--- src/rtl/pipelined_ripple_adder_pkg.sv ---
// adder_pkg: shared constants and helpers for the pipelined ripple adder.
//   SEG_DEF     - default segment width (bits added per pipeline stage)
//   calc_stages - pipeline depth for a given operand width and segment width
//   seg_ok      - true when the operand width splits evenly into segments
package adder_pkg;

  localparam int SEG_DEF = 4;

  function automatic int calc_stages(input int n, input int seg);
    return n / seg;
  endfunction

  function automatic bit seg_ok(input int n, input int seg);
    return (seg > 0) && (n >= seg) && ((n % seg) == 0);
  endfunction

endpackage

--- src/rtl/pipelined_ripple_adder_if.sv ---
// pipelined_ripple_adder_if: valid/ready operand and result bus of the adder.
//   in_valid/in_ready/in1/in2/cin : operand side (producer -> adder)
//   out_valid/out_ready/sum/cout  : result side (adder -> consumer)
//   ovf                           : signed overflow, present only with ADDER_OVF_EN
// Modports: master = producer/consumer side, slave = adder side.
interface pipelined_ripple_adder_if #(parameter int N = 16);
  logic         in_valid;
  logic         in_ready;
  logic [N-1:0] in1;
  logic [N-1:0] in2;
  logic         cin;
  logic         out_valid;
  logic         out_ready;
  logic [N-1:0] sum;
  logic         cout;
`ifdef ADDER_OVF_EN
  logic         ovf;

  modport master (output in_valid, in1, in2, cin, out_ready,
                  input  in_ready, out_valid, sum, cout, ovf);
  modport slave  (input  in_valid, in1, in2, cin, out_ready,
                  output in_ready, out_valid, sum, cout, ovf);
`else
  modport master (output in_valid, in1, in2, cin, out_ready,
                  input  in_ready, out_valid, sum, cout);
  modport slave  (input  in_valid, in1, in2, cin, out_ready,
                  output in_ready, out_valid, sum, cout);
`endif
endinterface

--- src/rtl/pipelined_ripple_adder_seg.sv ---
// fa        : single-bit full adder cell.
// adder_seg : combinational SEG-bit ripple chain of fa cells.
//   in1, in2  - SEG-bit operand slices
//   cin       - carry into bit 0 of the slice
//   sum       - SEG-bit sum slice
//   cout      - carry out of the top bit of the slice
//   msb_carry - carry into the top bit of the slice (signed overflow detection)
module fa (
  input  logic a,
  input  logic b,
  input  logic ci,
  output logic s,
  output logic co
);
  assign s  = a ^ b ^ ci;
  assign co = (a & b) | (ci & (a ^ b));
endmodule

module adder_seg #(parameter int SEG = 4) (
  input  logic [SEG-1:0] in1,
  input  logic [SEG-1:0] in2,
  input  logic           cin,
  output logic [SEG-1:0] sum,
  output logic           cout,
  output logic           msb_carry
);
  logic [SEG:0] w_c;

  assign w_c[0] = cin;

  for (genvar i = 0; i < SEG; i++) begin : g_bit
    fa u_fa (.a(in1[i]), .b(in2[i]), .ci(w_c[i]), .s(sum[i]), .co(w_c[i+1]));
  end

  assign cout      = w_c[SEG];
  assign msb_carry = w_c[SEG-1];
endmodule

--- src/rtl/pipelined_ripple_adder.sv ---
// pipelined_ripple_adder: N-bit ripple-carry adder cut into SEG-bit segments,
// one register stage per segment, valid/ready handshake with backpressure.
//   clk - clock, rising edge
//   rst - asynchronous active-high reset
//   bus - pipelined_ripple_adder_if.slave (operands in, {cout,sum} out)
// Latency STAGES = N/SEG cycles, one result per cycle.
// Optional: ADDER_OVF_EN adds a registered signed-overflow flag (bus.ovf).
module pipelined_ripple_adder
  import adder_pkg::*;
#(
  parameter int N   = 16,
  parameter int SEG = SEG_DEF
) (
  input  logic                     clk,
  input  logic                     rst,
  pipelined_ripple_adder_if.slave  bus
);
  localparam int STAGES = calc_stages(N, SEG);

  if (!seg_ok(N, SEG)) begin : g_bad_seg
    $error("pipelined_ripple_adder: N must be a positive multiple of SEG");
  end

  // Per-stage state, gathered into arrays so neighbouring stages can see it.
  logic [STAGES-1:0]        w_vld;
  logic [STAGES-1:0][N-1:0] w_sum;
  logic [STAGES-1:0][N-1:0] w_a;
  logic [STAGES-1:0][N-1:0] w_b;
  logic [STAGES-1:0]        w_c;
  logic [STAGES-1:0]        w_co;
  logic [STAGES-1:0]        w_msb;
  logic [STAGES-1:0]        w_ld;
  // w_rdy[k]: stage k can take a new item this cycle; the top entry is the consumer.
  logic [STAGES:0]          w_rdy;

  assign w_rdy[STAGES] = bus.out_ready;

  for (genvar k = 0; k < STAGES; k++) begin : g_stg
    logic         w_src_vld;
    logic [N-1:0] w_src_a;
    logic [N-1:0] w_src_b;
    logic [N-1:0] w_src_sum;
    logic         w_ci;
    logic [SEG-1:0] w_s;

    logic         r_v;
    logic [N-1:0] r_s;
    logic [N-1:0] r_a;
    logic [N-1:0] r_b;
    logic         r_c;

    if (k == 0) begin : g_head
      assign w_src_vld = bus.in_valid;
      assign w_src_a   = bus.in1;
      assign w_src_b   = bus.in2;
      assign w_ci      = bus.cin;
      assign w_src_sum = '0;
    end else begin : g_body
      assign w_src_vld = w_vld[k-1];
      assign w_src_a   = w_a[k-1];
      assign w_src_b   = w_b[k-1];
      assign w_ci      = w_c[k-1];
      assign w_src_sum = w_sum[k-1];
    end

    adder_seg #(.SEG(SEG)) u_seg (
      .in1       (w_src_a[k*SEG +: SEG]),
      .in2       (w_src_b[k*SEG +: SEG]),
      .cin       (w_ci),
      .sum       (w_s),
      .cout      (w_co[k]),
      .msb_carry (w_msb[k])
    );

    // Empty stages fill bubbles even while the output is stalled.
    assign w_rdy[k] = !r_v || w_rdy[k+1];
    assign w_ld[k]  = w_rdy[k] && w_src_vld;

    always_ff @(posedge clk or posedge rst) begin
      if (rst) begin
        r_v <= 1'b0;
        r_s <= '0;
        r_a <= '0;
        r_b <= '0;
        r_c <= 1'b0;
      end else begin
        // When ready, the stage either takes the upstream item or drains to empty.
        if (w_rdy[k]) r_v <= w_src_vld;
        if (w_ld[k]) begin
          r_s              <= w_src_sum;
          r_s[k*SEG +: SEG] <= w_s;
          r_c              <= w_co[k];
          r_a              <= w_src_a;
          r_b              <= w_src_b;
        end
      end
    end

    assign w_vld[k] = r_v;
    assign w_sum[k] = r_s;
    assign w_a[k]   = r_a;
    assign w_b[k]   = r_b;
    assign w_c[k]   = r_c;
  end

  assign bus.in_ready  = w_rdy[0];
  assign bus.out_valid = w_vld[STAGES-1];
  assign bus.sum       = w_sum[STAGES-1];
  assign bus.cout      = w_c[STAGES-1];

`ifdef ADDER_OVF_EN
  // Overflow = carry into the MSB xor carry out of it, both from the last segment.
  logic r_ovf;

  always_ff @(posedge clk or posedge rst) begin
    if (rst)                 r_ovf <= 1'b0;
    else if (w_ld[STAGES-1]) r_ovf <= w_msb[STAGES-1] ^ w_co[STAGES-1];
  end

  assign bus.ovf = r_ovf;
`endif
endmodule

--- src/flat_wrapper.sv ---
// flat-port wrapper written by rule: the top's interface ports become plain ports
module pipelined_ripple_adder_flat import adder_pkg::*;
#(
  parameter int N   = 16,
  parameter int SEG = SEG_DEF
)
  (clk, rst, bus_in_valid, bus_in1, bus_in2, bus_cin, bus_out_ready, bus_in_ready, bus_out_valid, bus_sum, bus_cout);
  pipelined_ripple_adder_if #(.N(N)) bus_i ();
  input  logic clk;
  input  logic rst;
  input wire logic [$bits(bus_i.in_valid)-1:0] bus_in_valid;
  input wire logic [$bits(bus_i.in1)-1:0] bus_in1;
  input wire logic [$bits(bus_i.in2)-1:0] bus_in2;
  input wire logic [$bits(bus_i.cin)-1:0] bus_cin;
  input wire logic [$bits(bus_i.out_ready)-1:0] bus_out_ready;
  output wire logic [$bits(bus_i.in_ready)-1:0] bus_in_ready;
  output wire logic [$bits(bus_i.out_valid)-1:0] bus_out_valid;
  output wire logic [$bits(bus_i.sum)-1:0] bus_sum;
  output wire logic [$bits(bus_i.cout)-1:0] bus_cout;
  assign bus_i.in_valid = bus_in_valid;
  assign bus_i.in1 = bus_in1;
  assign bus_i.in2 = bus_in2;
  assign bus_i.cin = bus_cin;
  assign bus_i.out_ready = bus_out_ready;
  assign bus_in_ready = bus_i.in_ready;
  assign bus_out_valid = bus_i.out_valid;
  assign bus_sum = bus_i.sum;
  assign bus_cout = bus_i.cout;
  pipelined_ripple_adder #(.N(N), .SEG(SEG)) u_core (.clk(clk), .rst(rst), .bus(bus_i));
endmodule
--- config.mk ---
export PLATFORM = sky130hd
export DESIGN_NAME = pipelined_ripple_adder_flat
export DESIGN_NICKNAME = d
export VERILOG_FILES = /design/src/rtl/pipelined_ripple_adder_pkg.sv /design/src/rtl/pipelined_ripple_adder_if.sv /design/src/rtl/pipelined_ripple_adder_seg.sv /design/src/rtl/pipelined_ripple_adder.sv /design/src/flat_wrapper.sv
export SDC_FILE = /design/constraint.sdc
export NUM_CORES = 1
export LEC_CHECK = 0
export ABC_AREA = 1
export CORE_MARGIN = 3
export CORE_UTILIZATION = 45
export CTS_CLUSTER_DIAMETER = 40
export DETAILED_ROUTE_END_ITERATION = 7
export DONT_BUFFER_PORTS = 1
export SKIP_CTS_REPAIR_TIMING = 1
export SLEW_MARGIN = 10
export SYNTH_ARGS = -nofsm -noshare
export SYNTH_HDL_FRONTEND = slang
export SYNTH_HIERARCHICAL = 1
export SYNTH_SLANG_ARGS = --single-unit
--- constraint.sdc ---
create_clock -name clk -period 4.35 [get_ports clk]
set_clock_uncertainty 0.1 [all_clocks]
set_input_delay 1.305 -clock clk [delete_from_list [all_inputs] [get_ports clk]]
set_output_delay 1.305 -clock clk [all_outputs]
set_load 0.005 [all_outputs]
==> impl_results.md, run 1 <==
- Outcome: finished, final reports clean
- Global route overflow: 0
- Hold endpoint: u_core/g_stg[0].r_b[10]
- Netlist cell types: 16
- Register-to-Register Path Depth: 6
- CTS root buf: clkbuf_8
- Layout cells sized above 1: 7.29%
- Max-cap violations: 0
- Die width: 102 µm
- Nets: 473
- Syn Area/Cell: 9.61 µm²
- Iter 0 DRT Violations: 112
- Area Overhead vs Synth: 5.97%
- Clock sink count: 96
- Core occupancy in the finished layout: 49.7%
- Synth Instances: 430
- Final hold violations: 0
- RSZ-0062 raised after global routing: no
- Total GRT Usage: 16.0%
- Count of input and output buffers: 0
- Final min period: 3260 ps
- Vias/cell: 5.02
- WHS: 376 ps
- Slew HR: 35.8%
- DRC: 0
- Sequential fraction of the synthesis area: 58.2%
- Power Total: 2.74 mW
- Critical Path Fanout Max: 32
- Ranking of synthesized cells by area: dfrtp_1 58%, nand2_1 17%, nand3_1 11%
- Worst r2r src: u_core/g_stg[0].r_a[4]
- Worst setup margin: 1090 ps
- Achievable Freq: 306 MHz
- Fillers: 852
- CP arrival: 1860 ps
- Maximum VDD drop: 0.220 mV
- Top-area cell type share of the netlist area: 58.2%
- Area leader, netlist: dfrtp_1
- Synth warn: 6
- Hold Startpoint: u_core/g_stg[0].r_b[10]
- Max Slew Vio Count: 0
- CTS Buffer Depth: 2
- Largest net degree at the start of global routing: 37
- Most frequent cells in the layout: 189 x nand2_1, 96 x dfrtp_1, 92 x nand3_1
- Critical Path RT: 2940 ps
- Row count: 34
- Routed length per instance: 14.0 µm
- DP Worst Slack: 1040 ps
- HP Class: reg -> reg
- Clock Latency Late Sink: 360 ps
- Vias in the first global route: 2660
- CTS HTree Levels: 3
- Area of the die: 10400 µm²
- TritonCTS clock tree: built
- Initial antenna violation count: 0
- Most common cell after layout, fill and taps aside: nand2_1
- Worst R2R End: u_core/g_stg[1].r_s[7]
- Slack of the worst reg-to-reg path: 1830 ps
- Mapped Area: 4130 µm²
- Final GP Congestion: 0.749
- Wire length of the first global-routing pass: 13100 µm
- Placed wire-length estimate: 5190 µm
- Leak: 2.30 nW
- Worst Max-Slew Pin Slew: 961 ps
- TNS Setup: 0 ps
- DRT Wirelength: 7460 µm
- Worst-path clk slew: 90 ps
- Yosys reg bits: 96
- Via count: 2677
- Hold path cells: 2
- Setup crit start kind: primary input
- Final period utilization: 75.0%
- Die Y: 102 µm
- TritonRoute pass-1 iters: 4
- Routed Antenna Nets: 0
- Setup CP Type: in -> out
- Initial Util: 46.9%
- PD cells: 626 nW/µm²
- Antenna cells: 0
- Endpoints failing setup: 0
- CTS Buf Count: 9
- Syn nets: 483
- Floorplan core area: 8810 µm²
- Endpoint class of the critical path: output port
- I/O pin cnt: 56
-- synthesized netlist by cell type --
cell type,n
buf_1,7
buf_2,10
buf_4,7
buf_6,2
clkbuf_1,1
dfrtp_1,96
fa_1,16
inv_1,2
inv_2,1
nand2_1,189
nand2_2,3
nand2_4,1
nand3_1,92
nand3_4,1
nand4_2,1
nor2_4,1
-- worst max path at each step --
stage                             start                     end  slack [ps]  cells past startpoint
after floorplan                     rst         u_core/bus.cout         440                      1
after global placement       bus_in1[0]  u_core/g_stg[0].r_s[3]        1040                      6
after detailed placement     bus_in1[0]  u_core/g_stg[0].r_s[3]        1040                      6
after CTS                 bus_out_ready            bus_in_ready        1070                      3
after global routing      bus_out_ready            bus_in_ready        1030                      3
final                     bus_out_ready            bus_in_ready        1090                      3
-- critical path, stage by stage --
cell     delay (ps)
nor2_4          180
nand4_2         110
buf_4           250
-- cell families (layout without fill, tap and decap cells) --
| kind of cell | after synthesis | in the layout | share of synthesized area, % |
|---|---|---|---|
| flops | 96 | 96 | 58.2 |
| simple gates | 288 | 288 | 30.1 |
| fa+ha+maj | 16 | 16 | 7.76 |
| buf+inv | 30 | 25 | 4.03 |
-- through the flow --
| stage | instance area, µm² | instances |
|---|---|---|
| 2_1_floorplan | 4130 | 430 |
| 3_3_place_gp | 4160 | 517 |
| 3_5_place_dp | 4160 | 517 |
| 4_1_cts | 4380 | 533 |
| 5_1_grt | 4380 | 533 |
| 6_report | 4380 | 533 |
-- layout make-up --
class	count	area [µm²]	share of cell area, %
clock inverter	7	96.3	2.20
multi-input combinational	304	1560	35.7
tap	108	135	3.09
timing repair buffer	6	45.0	1.03
inverter	3	12.5	0.286
clock buffer	9	124	2.83
sequential	96	2400	54.9
-- flip-flops by register name, indices dropped and copies added, names as in the netlist --
signal and flops:
u_core/g_stg.r_v 3, u_core/g_stg.r_b 24, u_core/bus.cout 1, u_core/g_stg.r_a 24
u_core/g_stg.r_s 24, u_core/g_stg.r_c 3, u_core/bus.out_valid 1, u_core/bus.sum 16
-- power breakdown --
group          leakage [nW]  switching (mW)  internal (mW)  total [mW]
Combinational         0.995           0.451          0.271       0.722
Clock                 0.113           0.307          0.325       0.631
Sequential             1.19           0.198           1.19        1.38
Total                  2.30           0.957           1.78        2.74
-- routing by layer --
layer / track usage [%] / part of all wire (%) / up-vias
li1: - / - / 1352
met1: 24.1 / 51 / 1255
met2: 22.9 / 43 / 66
met3: 5.03 / 5.2 / 4
met4: 3.37 / 0.79 / 0
met5: 0 / 0 / -
(Power assumes the default switching activity.)
==> run 2: changes to the inputs <==
==> constraint.sdc (replaced) <==
create_clock -name clk -period 2.91 [get_ports clk]
set_clock_uncertainty 0.1 [all_clocks]
set_input_delay 0.873 -clock clk [delete_from_list [all_inputs] [get_ports clk]]
set_output_delay 0.873 -clock clk [all_outputs]
set_load 0.005 [all_outputs]
==> run 2 against run 1 <==
Compared with the run above:
- cell area up 1.4%
- sequential power up 50%
- critical path depth up 3
- via count down 0.26%
- sequential cell count unchanged
- worst hold slack worse by 2.3 ps
- cell count up 0.56%
- core utilization up 0.68 points
- clock-buffer cell count up 2
- die area unchanged
- clock power up 53%
- combinational power up 50%
- critical path type is now in -> reg
- largest cell class unchanged
==> impl_results.md, run 2 (same netlist as run 1, synthesis figures left out) <==
- Outcome: finished, final reports clean
- Power Total: 4.12 mW (+51%)
- Placed wire-length estimate: 5170 µm (-0.55%)
- Critical Path Fanout Max: 1 (-97%)
- Total GRT Usage: 15.8% (-0.27 points)
- CTS root buf: clkbuf_8
- DRC: 0 (unchanged)
- Maximum VDD drop: 0.321 mV (+46%)
- Leak: 2.33 nW (+1.1%)
- Final min period: 2510 ps
- Wire length of the first global-routing pass: 12900 µm (-1.4%)
- Most common cell after layout, fill and taps aside: nand2_1
- Endpoint class of the critical path: flop
- Worst Max-Slew Pin Slew: 685 ps (-275 ps)
- Final GP Congestion: 0.736 (-1.8%)
- WHS: 373 ps (-2.29 ps)
- Most frequent cells in the layout: 189 x nand2_1, 96 x dfrtp_1, 92 x nand3_1
- Setup CP Type: in -> reg
- Achievable Freq: 398 MHz
- RSZ-0062 raised after global routing: no
- Vias/cell: 4.98 (-0.82%)
- Largest net degree at the start of global routing: 42 (+14%)
- Floorplan core area: 8810 µm² (unchanged)
- HP Class: in -> async
- Antenna cells: 0 (unchanged)
- CP arrival: 2700 ps (+840 ps)
- Iter 0 DRT Violations: 93 (-17%)
- Slew HR: 54.2% (+18 points)
- Area of the die: 10400 µm² (unchanged)
- Routed Antenna Nets: 0 (unchanged)
- Via count: 2670 (-0.26%)
- Final period utilization: 86.2%
- Routed length per instance: 13.5 µm (-3.5%)
- CTS HTree Levels: 3 (unchanged)
- Clock Latency Late Sink: 350 ps (about the same)
- CTS Buf Count: 9 (unchanged)
- TritonCTS clock tree: built
- Critical Path RT: 3100 ps (+160 ps)
- TritonRoute pass-1 iters: 4 (unchanged)
- Nets: 476 (+0.63%)
- TNS Setup: 0 ps (unchanged)
- Area Overhead vs Synth: 7.42%
- Final hold violations: 0 (unchanged)
- Fillers: 839 (-1.5%)
- Row count: 34 (unchanged)
- Die Y: 102 µm (unchanged)
- Layout cells sized above 1: 7.94% (+0.65 points)
- Worst-path clk slew: 100 ps (about the same)
- Max-cap violations: 0 (unchanged)
- Largest regs: u_core/g_stg.r_a: 24 flops, u_core/g_stg.r_b: 24 flops, u_core/g_stg.r_s: 24 flops
- Vias in the first global route: 2687 (+1.0%)
- Clock sink count: 96 (unchanged)
- Initial antenna violation count: 0 (unchanged)
- PD cells: 930 nW/µm² (+49%)
- Setup crit start kind: primary input
- I/O pin cnt: 56 (unchanged)
- Die width: 102 µm (unchanged)
- Initial Util: 46.9% (unchanged)
- Max Slew Vio Count: 0 (unchanged)
- Count of input and output buffers: 0 (unchanged)
- Endpoints failing setup: 0 (unchanged)
- DRT Wirelength: 7240 µm (-2.9%)
- Global route overflow: 0 (unchanged)
- CTS Buffer Depth: 2 (unchanged)
run 2: cell count changes in the layout (fill, tap and decap cells not counted), sizes merged:
cell      previous run  this run
clkinv               6         3
clkinvlp             0         1
clkbuf               9        11
buf                  6         9
run 2: path summary, 6_finish.rpt:
| path | start | end | slack [ps] | cells after the start |
|---|---|---|---|---|
| hold / removal | rst | u_core/g_stg[0].r_b[13] | 370 | 1 |
| max in group asynchronous | rst | u_core/g_stg[2].r_b[15] | 1700 | 2 |
| hold reg to reg | u_core/g_stg[1].r_s[3] | u_core/g_stg[1].r_s[3] | 380 | 2 |
| setup reg to reg | u_core/g_stg[1].r_a[8] | u_core/g_stg[2].r_s[11] | 420 | 6 |
| min in group clk | u_core/g_stg[1].r_s[3] | u_core/g_stg[1].r_s[3] | 380 | 2 |
| setup / recovery | bus_in1[0] | u_core/g_stg[0].r_s[3] | 400 | 6 |
run 2: layout make-up:
| cell class | instances | area (µm²) | share of cell area [%] |
|---|---|---|---|
| clock buffers | 11 | 151 | 3.41 |
| clock inverters | 5 | 78.8 | 1.78 |
| inverters | 3 | 15.0 | 0.338 |
| multi-input cells | 304 | 1560 | 35.2 |
| flip-flops and latches | 96 | 2400 | 54.1 |
| well taps | 108 | 135 | 3.05 |
| repair buffers | 9 | 92.6 | 2.09 |
run 2: per-layer routing:
| metal | part of all wire [%] | global-route usage (%) | up-vias |
|---|---|---|---|
| li1 | - | - | 1356 |
| met1 | 52 | 23.9 | 1236 |
| met2 | 41 | 22.2 | 69 |
| met3 | 5.4 | 3.44 | 9 |
| met4 | 1.5 | 5.52 | 0 |
| met5 | 0 | 0 | - |
run 2: critical path: stages:
cell,delay [ps]
fa_1,420
fa_1,390
fa_1,390
fa_1,480
nand3_1,70
nand2_1,70
run 2: per-stage QoR:
step / instance area, µm² / instances / setup slack (ps) / util, %
after floorplan: 4130 / 430 / 76.9 / -
after global placement: 4210 / 520 / 35.9 / 47.8
after detailed placement: 4210 / 520 / 37.8 / 47.8
after CTS: 4440 / 536 / 408 / 50.4
after global routing: 4440 / 536 / 316 / 50.4
final: 4440 / 536 / 401 / 50.4
run 2: where the power goes:
| part | switching (mW) | internal, mW |
|---|---|---|
| registers | 0.300 | 1.77 |
| logic | 0.669 | 0.414 |
| clock network | 0.438 | 0.530 |
| total | 1.41 | 2.72 |
==> run 3: changes to the inputs <==
--- a/config.mk
+++ b/config.mk
@@ -17,3 +17,4 @@
 export SYNTH_HDL_FRONTEND = slang
 export SYNTH_HIERARCHICAL = 1
 export SYNTH_SLANG_ARGS = --single-unit
+export TNS_END_PERCENT = 30
==> constraint.sdc (replaced) <==
create_clock -name clk -period 2.2 [get_ports clk]
set_clock_uncertainty 0.1 [all_clocks]
set_input_delay 0.66 -clock clk [delete_from_list [all_inputs] [get_ports clk]]
set_output_delay 0.66 -clock clk [all_outputs]
set_load 0.005 [all_outputs]
==> run 3 against run 2 <==
Compared with the run above:
- the flow now finishes with violations (negative setup slack)
- critical path depth unchanged
- global-route usage fell by 0.35 points
- combinational power rose by 33%
- register-to-register slack worse by 540 ps
- via count is 0.75% higher
==> impl_results.md, run 3 (same netlist as run 1, synthesis figures left out) <==
- Outcome: finished with violations
- Failing checks: negative setup slack
- CTS root buf: clkbuf_8
- Antenna cells: 0 (unchanged)
- Routed Antenna Nets: 0 (unchanged)
- RSZ-0062 raised after global routing: yes
- Storage cell area: 2400 µm² (unchanged)
- Global route overflow: 0 (unchanged)
- CTS HTree Levels: 3 (unchanged)
- Final min period: 2320 ps
- Power Total: 5.33 mW (+29%)
- Initial Util: 46.9% (unchanged)
- Achievable Freq: 431 MHz
- Placed wire-length estimate: 5340 µm (+3.3%)
- TritonRoute pass-1 iters: 4 (unchanged)
- Initial antenna violation count: 0 (unchanged)
- Worst setup margin: -121 ps (-521 ps)
- Most common cell after layout, fill and taps aside: nand2_1
- Slowest CP cell: fa_2
- CP peak stage delay: 520 ps (+40 ps)
- Area of the multi-input gates: 1590 µm² (+1.9%)
- Via count: 2690 (+0.75%)
- Critical path's most frequent cell: fa_2
- Largest net degree at the start of global routing: 48 (+14%)
- Fillers: 854 (+1.8%)
- Floorplan core area: 8810 µm² (unchanged)
- Area Overhead vs Synth: 7.69%
- Row count: 34 (unchanged)
- Leak: 2.29 nW (-1.5%)
- DRC: 0 (unchanged)
- Worst Max-Slew Pin Slew: 446 ps (-239 ps)
- Largest regs: u_core/g_stg.r_a: 24 flops, u_core/g_stg.r_b: 24 flops, u_core/g_stg.r_s: 24 flops
- Maximum VDD drop: 0.542 mV (+69%)
- Final hold violations: 0 (unchanged)
- WHS: 61.6 ps (-312 ps)
- DRT Wirelength: 7360 µm (+1.7%)
- Final period utilization: 105%
- CTS Buf Count: 9 (unchanged)
- Area of the die: 10400 µm² (unchanged)
- Die width: 102 µm (unchanged)
- HP Class: in -> async
- Total GRT Usage: 15.4% (-0.35 points)
- Endpoints failing setup: 6 (+6)
- Clock Latency Late Sink: 350 ps (about the same)
- PD cells: 1200 nW/µm² (+29%)
- Worst-path cell chain: fa_2, fa_2, fa_2, fa_2, nand3_1, nand2_1
- Worst-path clk slew: 90 ps (about the same)
- Wire length of the first global-routing pass: 12600 µm (-2.1%)
- CTS Buffer Depth: 2 (unchanged)
- Vias/cell: 4.99 (+0.19%)
- Clock sink count: 96 (unchanged)
- Routed length per instance: 13.7 µm (+1.1%)
- Iter 0 DRT Violations: 120 (+29%)
- Setup CP Type: reg -> reg
- Max Slew Vio Count: 0 (unchanged)
- Nets: 479 (+0.63%)
- Max-cap violations: 0 (unchanged)
- Die Y: 102 µm (unchanged)
- Vias in the first global route: 2633 (-2.0%)
- Delay-heaviest family, CP: adder cells
- Endpoint class of the critical path: flop
- Critical Path RT: 2400 ps (-700 ps)
- Slew HR: 70.2% (+16 points)
- TritonCTS clock tree: built
- Final GP Congestion: 0.756 (+2.7%)
- CP arrival: 2520 ps (-180 ps)
- Count of input and output buffers: 0 (unchanged)
- Most frequent cells in the layout: 189 x nand2_1, 96 x dfrtp_1, 92 x nand3_1
- Crit path buf inv count: 0 (unchanged)
- Critical Path Fanout Max: 2 (+1)
- Layout cells sized above 1: 10.9% (+3.0 points)
- Setup crit start kind: flop
- I/O pin cnt: 56 (unchanged)
[run 3: path summary, 6_finish.rpt]
| check | startpoint | endpoint | slack [ps] | cells past startpoint |
|---|---|---|---|---|
| worst max-delay path | u_core/g_stg[0].r_a[4] | u_core/g_stg[1].r_s[7] | -120 | 6 |
| worst min-delay path | rst | u_core/g_stg[0].r_b[5] | 60 | 1 |
| worst max register to register | u_core/g_stg[0].r_a[4] | u_core/g_stg[1].r_s[7] | -120 | 6 |
| worst min register to register | u_core/g_stg[1].r_s[0] | u_core/g_stg[1].r_s[0] | 380 | 2 |
| max in group asynchronous | rst | u_core/bus.sum[14] | 1370 | 2 |
| min in group clk | bus_in2[6] | u_core/g_stg[0].r_b[6] | 340 | 2 |
[run 3: cell type report]
class                      count  share of cell area (%)
clock buffer                  11                    2.95
clock inverter                 5                    1.29
inverter                       3                   0.338
multi-input combinational    304                    35.8
sequential                    96                    54.0
tap                          108                    3.04
timing repair buffer          12                    2.59
[run 3: metrics by stage]
stage          worst slack, ps  TNS (ps)  instance area [µm²]  std cells  utilization [%]
6_report                  -121      -422                 4450        539             50.5
5_1_grt                   -183      -878                 4450        539             50.5
4_1_cts                   -275     -1450                 4410        538             50.1
3_5_place_dp              -465     -2200                 4220        522             47.9
3_3_place_gp              -463     -1980                 4220        522             47.9
2_1_floorplan             -420     -1410                 4130        430                -
[run 3: routing by layer]
| metal | share of wire [%] | wire, µm | up-vias | GRT usage, % |
|---|---|---|---|---|
| li1 | - | - | 1369 | - |
| met1 | 53 | 3900 | 1241 | 23.7 |
| met2 | 40 | 2980 | 72 | 21.3 |
| met3 | 5.3 | 388 | 8 | 3.86 |
| met4 | 1.3 | 96 | 0 | 4.91 |
| met5 | 0 | 0 | - | 0 |
[run 3: power by group]
group	switching [mW]	internal [mW]
combinational	0.855	0.583
sequential	0.441	2.35
clock	0.577	0.524
